<file path="config.mk">
export PLATFORM = sky130hd
export DESIGN_NAME = psdsqrt_seq
export DESIGN_NICKNAME = d
export VERILOG_FILES = /design/src/rtl/psdsqrt_seq.sv
export SDC_FILE = /design/constraint.sdc
export NUM_CORES = 1
export LEC_CHECK = 0
export ABC_AREA = 1
export ABC_CLOCK_PERIOD_IN_PS = 2500
export BUFFER_PORTS_ARGS = -buffer_cell sky130_fd_sc_hd__buf_2
export CORE_UTILIZATION = 30
export CTS_BUF_LIST = sky130_fd_sc_hd__clkbuf_16
export DETAILED_ROUTE_END_ITERATION = 12
export GPL_TIMING_DRIVEN = 0
export SLEW_MARGIN = 30
export SYNTH_ARGS = -nofsm -noshare
export SYNTH_HDL_FRONTEND = slang
export SYNTH_SLANG_ARGS = --single-unit
</file>
<file path="constraint.sdc">
create_clock -name clock -period 2.5 [get_ports clock]
set_input_delay 0 -clock clock [delete_from_list [all_inputs] [get_ports clock]]
set_output_delay 0 -clock clock [all_outputs]
set_load 0.005 [all_outputs]
</file>
<file path="src/rtl/psdsqrt_seq.sv">
// Operand FIFO and start/run/stop sequencer for the external iterative square-root core.
// States: IDLE pop head | START core load | RUN NBITS/2 iterations | STOP core latch | CAPT grab root | OUT hold result
module psdsqrt_seq #(
    parameter int NBITS      = 32,
    parameter int FIFO_DEPTH = 4
) (
    input  logic                          clock,
    input  logic                          reset,
    input  logic                          in_valid_i,
    output logic                          in_ready_o,
    input  logic [NBITS-1:0]              in_data_i,
    output logic                          out_valid_o,
    input  logic                          out_ready_i,
    output logic [NBITS/2-1:0]            out_sqrt_o,
    output logic [NBITS-1:0]              out_xin_o,
    output logic                          sq_start_o,
    output logic                          sq_stop_o,
    output logic [NBITS-1:0]              sq_xin_o,
    input  logic [NBITS/2-1:0]            sq_result_i,
    output logic                          busy_o,
    output logic [$clog2(FIFO_DEPTH):0]   fifo_count_o
);

    localparam int AW = $clog2(FIFO_DEPTH);
    localparam int CW = AW + 1;
    localparam int RW = NBITS / 2;
    localparam int IW = $clog2(RW);

    typedef enum logic [2:0] {
        S_IDLE,
        S_START,
        S_RUN,
        S_STOP,
        S_CAPT,
        S_OUT
    } state_t;

    state_t            state_q, state_d;
    logic [IW-1:0]     iter_q, iter_d;
    logic [NBITS-1:0]  mem_q [FIFO_DEPTH];
    logic [AW-1:0]     wr_ptr_q, rd_ptr_q;
    logic [CW-1:0]     count_q;
    logic [NBITS-1:0]  sq_xin_q, out_xin_q;
    logic [RW-1:0]     out_sqrt_q;
    logic              push, pop, capt;

    assign in_ready_o   = (count_q != CW'(FIFO_DEPTH));
    assign push         = in_valid_i & in_ready_o;
    assign busy_o       = (state_q != S_IDLE);
    assign fifo_count_o = count_q;
    assign sq_xin_o     = sq_xin_q;
    assign out_xin_o    = out_xin_q;
    assign out_sqrt_o   = out_sqrt_q;

    always_comb begin
        state_d     = state_q;
        iter_d      = iter_q;
        pop         = 1'b0;
        capt        = 1'b0;
        sq_start_o  = 1'b0;
        sq_stop_o   = 1'b0;
        out_valid_o = 1'b0;
        case (state_q)
            S_IDLE: begin
                if (count_q != '0) begin
                    pop     = 1'b1;
                    state_d = S_START;
                end
            end
            S_START: begin
                sq_start_o = 1'b1;
                iter_d     = IW'(RW - 1);
                state_d    = S_RUN;
            end
            S_RUN: begin
                if (iter_q == '0) begin
                    state_d = S_STOP;
                end else begin
                    iter_d = iter_q - 1'b1;
                end
            end
            S_STOP: begin
                sq_stop_o = 1'b1;
                state_d   = S_CAPT;
            end
            S_CAPT: begin
                capt    = 1'b1;
                state_d = S_OUT;
            end
            S_OUT: begin
                out_valid_o = 1'b1;
                if (out_ready_i) begin
                    state_d = S_IDLE;
                end
            end
            default: state_d = S_IDLE;
        endcase
    end

    always_ff @(posedge clock) begin
        if (reset) begin
            state_q    <= S_IDLE;
            iter_q     <= '0;
            wr_ptr_q   <= '0;
            rd_ptr_q   <= '0;
            count_q    <= '0;
            sq_xin_q   <= '0;
            out_xin_q  <= '0;
            out_sqrt_q <= '0;
        end else begin
            state_q <= state_d;
            iter_q  <= iter_d;
            if (push) begin
                wr_ptr_q <= wr_ptr_q + 1'b1;
            end
            if (pop) begin
                rd_ptr_q  <= rd_ptr_q + 1'b1;
                sq_xin_q  <= mem_q[rd_ptr_q];
                out_xin_q <= mem_q[rd_ptr_q];
            end
            case ({push, pop})
                2'b10:   count_q <= count_q + 1'b1;
                2'b01:   count_q <= count_q - 1'b1;
                default: count_q <= count_q;
            endcase
            if (capt) begin
                out_sqrt_q <= sq_result_i;
            end
        end
    end

    // Storage needs no reset: the pointers and count define which entries are live.
    always_ff @(posedge clock) begin
        if (push) begin
            mem_q[wr_ptr_q] <= in_data_i;
        end
    end

endmodule

</file>
==> flow_summary.toml <==
[cells_and_area]
regArea_sq_um = 5080
area_delta_synth_final_pct = 31.5
nets = 1005
multiInputGateArea_sq_um = 1980
drive_gt1_share_pct = 25.5
final_cell_area_sq_um = 9980
diodes = 0
fillerInstances = 2356
utilization_pct = 40.7

[worst_setup_path]
path_buf_inv = 4
timing.rr.start = "state_q[1]$_SDFFE_PP0P_"
path_class = "flip-flop to flip-flop"
startpoint = "state_q[1]$_SDFFE_PP0P_"
crit_slowest_cell = "fa_1"
critPathArrivalTime_ns = 2.47
crit_chain = "inv_2 -> nand2_2 -> nor2_2 -> nand2_4 -> inv_4 -> buf_6 -> ha_1 -> inv_1 -> fa_1 -> nand2_1 -> nand3_1 -> o21ai_0 -> a21oi_1"
path_delay_family = "adder cells"
worst-path-max-fanout = 10
start_kind = "flip-flop"
max_stage_delay_ns = 0.38
worstPathRequired_ns = 2.82
crit_path_end_kind = "flip-flop"

[status]
status = "finished, final reports clean"

[timing]
postLayoutSetupSlackWorst_ns = 0.349
fin_crit_sh_pct = 86.0
setup_viol = 0
fmax_mhz = 465
finalHoldViolCount = 0
worst_slew_pin_slew_ns = 0.650
clock_skew_ns = 0.0190
maxSlewViolCount = 0
final.min_clock_period_ns = 2.15
maxSlewHeadroom_pct = 56.6
rsz0062_at_grt = "no"

[floorplan]
fp-row-count = 57
die_w_um = 161
initial_utilization_pct = 30.9
die_y_um = 161
core_area_sq_um = 24500
ioPinCount = 140
die_area_sq_um = 25900

[placement]
placed_cell_area_sq_um = 8860
portBuffers = 139
post-place-ws_ns = 0.333
gp_congestion = 0.789
dp_hpwl_mm = 12.1

[logic_synthesis]
synth.cell_area_sq_um = 7590
synth_xor_area_share_pct = 0
synth-adder-area-share_pct = 1.25
netlist_top_cells_area = "edfxtp_1, dfxtp_1, nor2_1"
syn_avg_cell_area_sq_um = 10.4
muxShareOfSynthArea_pct = 0
yosys.area.top_type = "edfxtp_1"
synth-seq-cells = 190
synth_compound_area_share_pct = 8.59
syn_inst = 732
syn-num-nets = 791
synth_top_family_by_area = "simple AND/OR/NAND/NOR gates"
ys_seq_area_share_pct = 67.0
yosysTopAreaCellShare_pct = 50.7
yosys_warnings = 0
yosysUniqueCellTypes = 26
yosys.area_share.simple_pct = 15.8

[route]
wl_met1_mm = 8.20
dr.max_layer_used = "met4"
drtIter0Drc = 346
drc = 0
ant_nets = 0
wl_met3_um = 864
via_per_inst = 4.36
firstDrtPassIters = 5
vias = 5593
wirelength_mm = 18.0
wl_per_cell_um = 14.0
wl_met2_mm = 8.65

[clocking]
tritoncts = "done"
root_buffer = "clkbuf_16"
htreeDepth = 4
clkSinkCount = 190
numCtsBuffers = 17
clockBufferDepth = 2
cts_setup_buffers = 0
clk_latency_ns = 0.44
path_clk_slew_ns = 0.07

[global_routing]
grt_max_degree = 22
overflow = 0
antenna_found_initial = 0
grt_pass1_wl_mm = 28.2
first_global_vias = 5327
grtUsageTotal_pct = 14.3

[hold_path]
hold_class = "primary input to flip-flop"
hp-start = "in_valid_i"

[power]
power_leakage_uw = 0.00419
power_density_nw_per_um2 = 1010
ir_drop_v = 0.000441

[job]
max_cap_viol_count = 0
## metrics by stage
step	instances	setup TNS (ns)	hold WS [ns]	power (uW)
after global placement	1195	-151.64	0.215	7230
after detailed placement	1201	0	0.215	7330
after floorplan	732	-2.09	0.0691	6140
after CTS	1283	0	0.211	10100
after global routing	1283	0	0.258	10700
final	1283	0	0.219	10000
## cell usage after synthesis, drive strengths merged
master and number:
fa 1, ha 6, nor2 242, a31oi 1, buf 55, nand3 13, clkbuf 12, or2 1
nand4 1, edfxtp 128, inv 30, a21oi 8, nand2 49, o21ai 121, nor3 2, dfxtp 62
## worst register-to-register path: cells and delay by family (launching register included)
kind / cells / cell delay, ns
buffers and inverters: 4 / 0.44
AND/OR/NAND/NOR: 5 / 0.52
AO/OA/AOI/OAI: 2 / 0.21
flip-flops: 1 / 0.34
adder cells (fa/ha/maj): 2 / 0.54
## worst paths after layout
path	cells after the start	to	slack [ns]
setup / recovery	13	fifo_count_o[2]$_SDFFE_PP0P_	0.35
hold / removal	3	wr_ptr_q[0]$_SDFFE_PP0P_	0.22
setup reg to reg	13	fifo_count_o[2]$_SDFFE_PP0P_	0.35
hold reg to reg	1	fifo_count_o[0]$_SDFFE_PP0P_	0.48
## cell type report
type	count	share of cell area, %
Clock inverter	15	1.93
Clock buffer	17	4.26
Timing Repair Buffer	195	13.4
Tap cell	324	4.06
Sequential cell	190	51.0
Buffer	67	4.39
Multi-Input combinational cell	445	19.8
Inverter	30	1.15
## cells by family after synthesis
family / Yosys count
compound gates: 130
fa+ha+maj: 7
buf+inv: 97
flops: 190
simple gates: 308
## per-layer routing
metal  up-vias  GRT usage (%)
met3        19           3.00
li1       2832              -
met1      2589           18.0
met4         0           5.87
met2       153           23.9
met5         -              0
## cell usage in the layout, fill, tap and decap left out, types with 17 or more instances in the layout
master         synthesis  layout
buf_2                 11     150
buf_4                 38      38
clkbuf_16              0      17
dfxtp_1               62      62
dlygate4sd3_1          0      50
edfxtp_1             128     128
inv_1                 24      24
nand2_1               47      47
nor2_1               239     235
o21ai_0              106     106
## registers in the layout, indices dropped and copies added (netlist names)
signal / cells
mem_q: 128
out_xin_o: 32
out_sqrt_o: 16
iter_q: 4
fifo_count_o: 3
state_q: 3
rd_ptr_q: 2
wr_ptr_q: 2
## power breakdown
group / internal [uW] / total (uW) / switching, uW / leakage, uW
clock: 1370 / 2730 / 1360 / 0.000294
sequential: 3860 / 4110 / 256 / 0.00168
combinational: 1300 / 3190 / 1890 / 0.00221
total: 6520 / 10000 / 3510 / 0.00419
## what timing repair did
action | 4_1_cts | 5_1_grt
gates resized for setup | 0 | 0
hold endpoints to repair | 149 | 0
hold buffers | 50 | 0
No activity file was read; power rests on OpenSTA's default activity.
